File: config.mk
export PLATFORM = sky130hd
export DESIGN_NAME = muldiv_sequencer
export DESIGN_NICKNAME = d
export VERILOG_FILES = /design/src/rtl/muldiv_sequencer.sv
export SDC_FILE = /design/constraint.sdc
export NUM_CORES = 1
export LEC_CHECK = 0
export ABC_AREA = 0
export BUFFER_PORTS_ARGS = -buffer_cell sky130_fd_sc_hd__buf_4
export CORE_UTILIZATION = 49
export CTS_CLUSTER_SIZE = 20
export DETAILED_ROUTE_END_ITERATION = 8
export GPL_TIMING_DRIVEN = 0
export PLACE_DENSITY = 0.7
export SLEW_MARGIN = 40
export SYNTH_ARGS = -nofsm -noshare
export SYNTH_HDL_FRONTEND = slang
export SYNTH_SLANG_ARGS = --single-unit
File: constraint.sdc
create_clock -name clk -period 2 [get_ports clk]
set_clock_uncertainty 0.2 [all_clocks]
set_input_delay 0.6 -clock clk [delete_from_list [all_inputs] [get_ports clk]]
set_output_delay 0.6 -clock clk [all_outputs]
set_load 0.05 [all_outputs]
File: src/rtl/muldiv_sequencer.sv
// muldiv_sequencer
// ----------------
// Control sequencer for the shared multiply/divide unit. It accepts a start request
// from main control while idle. It then enables the selected unit and waits for that
// unit's completion flag, with a bounded number of run cycles. On success it writes
// Hi/Lo for one cycle and pulses done. A divide by zero or an expired run budget
// pulses the matching exception instead, and Hi/Lo are left untouched.
//
// Parameters
//   TIMEOUT       maximum run cycles before the unit is aborted (legal 2..255)
//
// Ports
//   clk           clock, rising edge
//   reset         asynchronous reset, active low
//   start_mult    run MULT on the current rs/rt (wins over start_div)
//   start_div     run DIV on the current rs/rt
//   rt_zero       divisor is zero; only looked at together with start_div
//   fimDoMult     multiplier completion flag
//   fimDoDiv      divider completion flag
//   controleMult  multiplier run enable
//   DIV           divider run enable
//   MULT          Hi/Lo source select (1 = multiplier, 0 = divider)
//   HiWrite       Hi register write enable
//   LoWrite       Lo register write enable
//   busy          operation in progress, main control must stall
//   done          one-cycle pulse, Hi/Lo hold the new result
//   div_zero      one-cycle pulse, divide-by-zero exception
//   timeout       one-cycle pulse, unit did not finish within TIMEOUT run cycles

module muldiv_sequencer #(
    parameter int unsigned TIMEOUT = 63
) (
    input  logic clk,
    input  logic reset,
    input  logic start_mult,
    input  logic start_div,
    input  logic rt_zero,
    input  logic fimDoMult,
    input  logic fimDoDiv,
    output logic controleMult,
    output logic DIV,
    output logic MULT,
    output logic HiWrite,
    output logic LoWrite,
    output logic busy,
    output logic done,
    output logic div_zero,
    output logic timeout
);

    typedef enum logic [2:0] {
        StIdle,
        StMultRun,
        StDivRun,
        StWrite,
        StDone,
        StErr
    } state_e;

    // Counter value seen in the last allowed run cycle.
    localparam logic [7:0] LastCnt = 8'(TIMEOUT - 1);

    state_e     state_q, state_d;
    logic [7:0] cnt_q, cnt_d;
    logic       cause_dz_q, cause_dz_d;  // 1 = divide by zero, 0 = timeout
    logic       mult_q, mult_d;          // Hi/Lo mux select, held between operations

    logic       run_expired;
    logic [7:0] cnt_inc;

    assign run_expired = (cnt_q == LastCnt);
    // Saturating increment so the counter can never wrap back under the limit.
    assign cnt_inc     = (cnt_q == 8'hFF) ? cnt_q : cnt_q + 8'd1;

    // ------------------------------------------------------------------
    // State register
    // ------------------------------------------------------------------
    always_ff @(posedge clk or negedge reset) begin
        if (!reset) begin
            state_q    <= StIdle;
            cnt_q      <= 8'd0;
            cause_dz_q <= 1'b0;
            mult_q     <= 1'b0;
        end else begin
            state_q    <= state_d;
            cnt_q      <= cnt_d;
            cause_dz_q <= cause_dz_d;
            mult_q     <= mult_d;
        end
    end

    // ------------------------------------------------------------------
    // Next-state logic
    // ------------------------------------------------------------------
    always_comb begin
        state_d    = state_q;
        cnt_d      = cnt_q;
        cause_dz_d = cause_dz_q;
        mult_d     = mult_q;

        unique case (state_q)
            StIdle: begin
                if (start_mult) begin
                    state_d = StMultRun;
                    mult_d  = 1'b1;
                    cnt_d   = 8'd0;
                end else if (start_div) begin
                    if (rt_zero) begin
                        // The divider is never started and MULT keeps its value.
                        state_d    = StErr;
                        cause_dz_d = 1'b1;
                    end else begin
                        state_d = StDivRun;
                        mult_d  = 1'b0;
                        cnt_d   = 8'd0;
                    end
                end
            end

            StMultRun: begin
                // A flag in the last allowed cycle still counts as success.
                if (fimDoMult) begin
                    state_d = StWrite;
                end else if (run_expired) begin
                    state_d    = StErr;
                    cause_dz_d = 1'b0;
                end else begin
                    cnt_d = cnt_inc;
                end
            end

            StDivRun: begin
                if (fimDoDiv) begin
                    state_d = StWrite;
                end else if (run_expired) begin
                    state_d    = StErr;
                    cause_dz_d = 1'b0;
                end else begin
                    cnt_d = cnt_inc;
                end
            end

            StWrite: state_d = StDone;
            StDone:  state_d = StIdle;
            StErr:   state_d = StIdle;
            default: state_d = StIdle;
        endcase
    end

    // ------------------------------------------------------------------
    // Outputs, decoded from registered state only
    // ------------------------------------------------------------------
    assign controleMult = (state_q == StMultRun);
    assign DIV          = (state_q == StDivRun);
    assign MULT         = mult_q;
    assign HiWrite      = (state_q == StWrite);
    assign LoWrite      = (state_q == StWrite);
    assign done         = (state_q == StDone);
    assign div_zero     = (state_q == StErr) &&  cause_dz_q;
    assign timeout      = (state_q == StErr) && !cause_dz_q;
    assign busy         = (state_q == StMultRun) || (state_q == StDivRun) ||
                          (state_q == StWrite)   || (state_q == StErr);

endmodule

==> results.yml <==
status:
  outcome: "finished with violations"
  violations: "setup timing"
flow_run:
  max_cap_violations: 0
die:
  die_area_um2: 2086
  die_span_in_x_um: 45.68
  initial_core_utilization: 0.5298
  io_pins: 16
  core_region_area_um2: 1764
  die_y_um: 45.68
  num_rows: 15
pwr:
  power.leakage_uw: 0.0006143
  vdd_drop_max_mv: 0.9239
  power_density_nw_per_um2: 1564
  design_power_total_uw: 2223
clocking:
  path_clk_slew_ns: 0.08
  cts_tree: "done"
  clock_tree.buffer_depth: 2
  tritoncts.num_buffers: 3
  htreeDepth: 1
  clock_tree.root_cell: "clkbuf_4"
  cts.sink_count: 13
  clock_insertion_delay_worst_skew_ns: 0.28
placed_design:
  detailed_place_hpwl_um: 1609
  dpl-instance-area_um2: 1121
  port_buffers: 15
  dpl_worst_slack_ns: -0.1506
  gp_routability_congestion: 0.9059
drt:
  avgRoutedWirePerCell_um: 16.01
  via_per_inst: 5.988
  residual_drc: 0
  detail_route.first_pass.iterations: 4
  drt_iter0_drc: 28
  ant_nets: 0
  drt-total-wl_um: 2690
  routed-via-count: 1006
timing:
  period_needed_ns: 2.201
  setup_viol: 15
  layout_setup_ws_ns: -0.2012
  finalMaxSlewViolations: 0
  report.final.hold_viol_count: 0
  max_slew.worst_pin.slew_ns: 0.3663
  worst_slew_margin_rel: 0.7532
  period_share: 1.101
  totalNegativeSetupSlack_ns: -1.776
  clock.fmax_ghz: 0.4543
  rsz0062_at_grt: "yes"
worst_setup_path:
  critical_path_peak_fanout: 5
  worst-setup-path-type: "flop to flop"
  data_arrival_critical_path_ns: 2.17
  worst_setup_path_end_kind: "flop"
  worst-endpoint-required_ns: 1.97
  worst_setup_path_start_kind: "flop"
finish:
  antennaDiodeCount: 0
  fillCellCount: 116
  final_layout_size_suffix_gt1_frac: 0.4476
  finish.instance_area_um2: 1421
  area.growth.synth_to_final_pct: 52.07
  nets: 153
  final_util: 0.8057
synthesis:
  postSynthNetCount: 118
  ys_seq_elements: 13
  post_synth_inst_count: 109
  synth.distinct_cells: 37
  syn-cell-area_um2: 934.6
  ys_warn_count: 0
  synth.avg_cell_area_um2: 8.575
  synth-seq-area-share: 0.3481
grt:
  global_route_wire_length_before_repair_um: 4064
  gr-total-overflow: 0
  grt_antenna_before_repair: 0
  via_count_of_the_first_global_routing_pass: 871
  largest_net_degree_at_the_start_of_global_routing: 14
  grt_use_total: 0.2763
worst_hold_path:
  min_path_type: "flop to flop"
cells in the final DEF (no fill, tap or decap), types with 2 or more instances in the layout:
master and n:
a21oi_1 10, a21oi_2 5, a41oi_2 2, and3_1 2, and4_1 2, buf_4 17
buf_6 12, buf_8 4, clkbuf_4 3, dfrtp_1 10, dfrtp_2 3, ha_1 2
inv_1 4, nand2_1 4, nand2b_1 3, nand2b_4 2, nand3_1 3, nand3b_1 2
nand4_1 3, nor2_1 9, nor3_4 3, o21ai_0 9, or3_1 3
final timing paths:
kind                                   startpoint  slack, ns                endpoint  cells after the start
min in group asynchronous                   reset       0.49    cnt_q[4]$_DFFE_PN0P_                      2
min                              MULT$_DFFE_PN0P_       0.33        MULT$_DFFE_PN0P_                      2
max in group asynchronous                   reset       0.93  state_q[2]$_DFFE_PN0N_                      2
max                        state_q[1]$_DFFE_PN0N_      -0.20    cnt_q[3]$_DFFE_PN0P_                      7
min reg2reg                      MULT$_DFFE_PN0P_       0.33        MULT$_DFFE_PN0P_                      2
max reg2reg                state_q[1]$_DFFE_PN0N_      -0.20    cnt_q[3]$_DFFE_PN0P_                      7
per-stage QoR:
step / hold slack [ns] / instances
detailed placement: 0.2509 / 149
finish: 0.3257 / 168
global route: 0.3602 / 168
CTS: 0.3229 / 165
floorplan: 0.1044 / 109
global placement: 0.2498 / 149
state kept, by name, summed over array words and instances, names as in the netlist:
register    count
MULT            1
cause_dz_q      1
cnt_q           8
state_q         3
timing repair:
| action | 4_1_cts | 5_1_grt |
|---|---|---|
| pin swaps | 2 | 4 |
| gates cloned | 1 | 0 |
| endpoints found under the setup margin | 15 | 17 |
| gates resized for setup | 23 | 17 |
| hold buffers | 1 | 0 |
| hold endpoints to repair | 13 | 0 |
| setup buffers | 11 | 4 |
power breakdown:
group	internal, uW	leakage (uW)	switching [uW]
Combinational	731	0.000433	936
Sequential	327	0.000163	68.7
Clock	74.4	0.0000177	86.1
metal layers:
metal / GRT usage / share of wire
met4: 0.07879 / 0.010
met3: 0.07143 / 0.053
met1: 0.4169 / 0.48
met2: 0.3829 / 0.46
met5: 0 / 0
cell families (layout without fill, tap and decap cells):
kind of cell,after synthesis,in the layout,synth area share
adder cells (fa/ha/maj),2,2,0.02677
AND/OR/NAND/NOR,45,45,0.2878
flip-flops,13,13,0.3481
AO/OA/AOI/OAI,37,37,0.2611
multiplexers,1,1,0.01071
buffers and inverters,11,45,0.06560
cell usage after synthesis (all sizes together):
library cell / instances / area [um2]
nor2b: 1 / 6.260
a211oi: 1 / 7.510
clkbuf: 3 / 12.51
nor3: 3 / 15.01
ha: 2 / 25.02
nand4: 3 / 18.77
a21oi: 16 / 80.08
or3: 3 / 18.77
a21boi: 2 / 15.01
or4: 2 / 18.77
inv: 5 / 18.77
a41oi: 2 / 32.53
o221ai: 1 / 8.760
buf: 3 / 30.03
and3b: 1 / 8.760
nand2: 4 / 15.01
o22ai: 1 / 6.260
nor2: 10 / 37.54
and4: 2 / 17.52
o21ai: 10 / 50.05
o221a: 1 / 20.02
nand2b: 5 / 38.78
nand3: 3 / 15.01
mux2i: 1 / 10.01
or3b: 1 / 8.760
a31oi: 1 / 6.260
dfrtp: 13 / 325.3
nand4b: 1 / 8.760
nand3b: 2 / 15.01
nor3b: 1 / 7.510
and3: 3 / 18.77
a21o: 1 / 7.510
a41o: 1 / 10.01
layout make-up:
type / count / area, um2 / area share
multi-input combinational: 85 / 653.1 / 0.4595
sequential: 13 / 329.1 / 0.2315
timing repair buffer: 32 / 305.3 / 0.2148
buffer: 4 / 52.55 / 0.03697
tap: 25 / 31.28 / 0.02201
clock buffer: 3 / 22.52 / 0.01585
inverter: 5 / 22.52 / 0.01585
clock inverter: 1 / 5.005 / 0.003521
worst max-delay path, cell delays in order (launching register included):
cell and delay (ns):
dfrtp_1 0.43, buf_4 0.16, buf_6 0.11, or4_4 0.54
o221a_4 0.25, buf_6 0.14, a41oi_2 0.19, a21oi_1 0.06
Power figures use the tool's default switching activity.
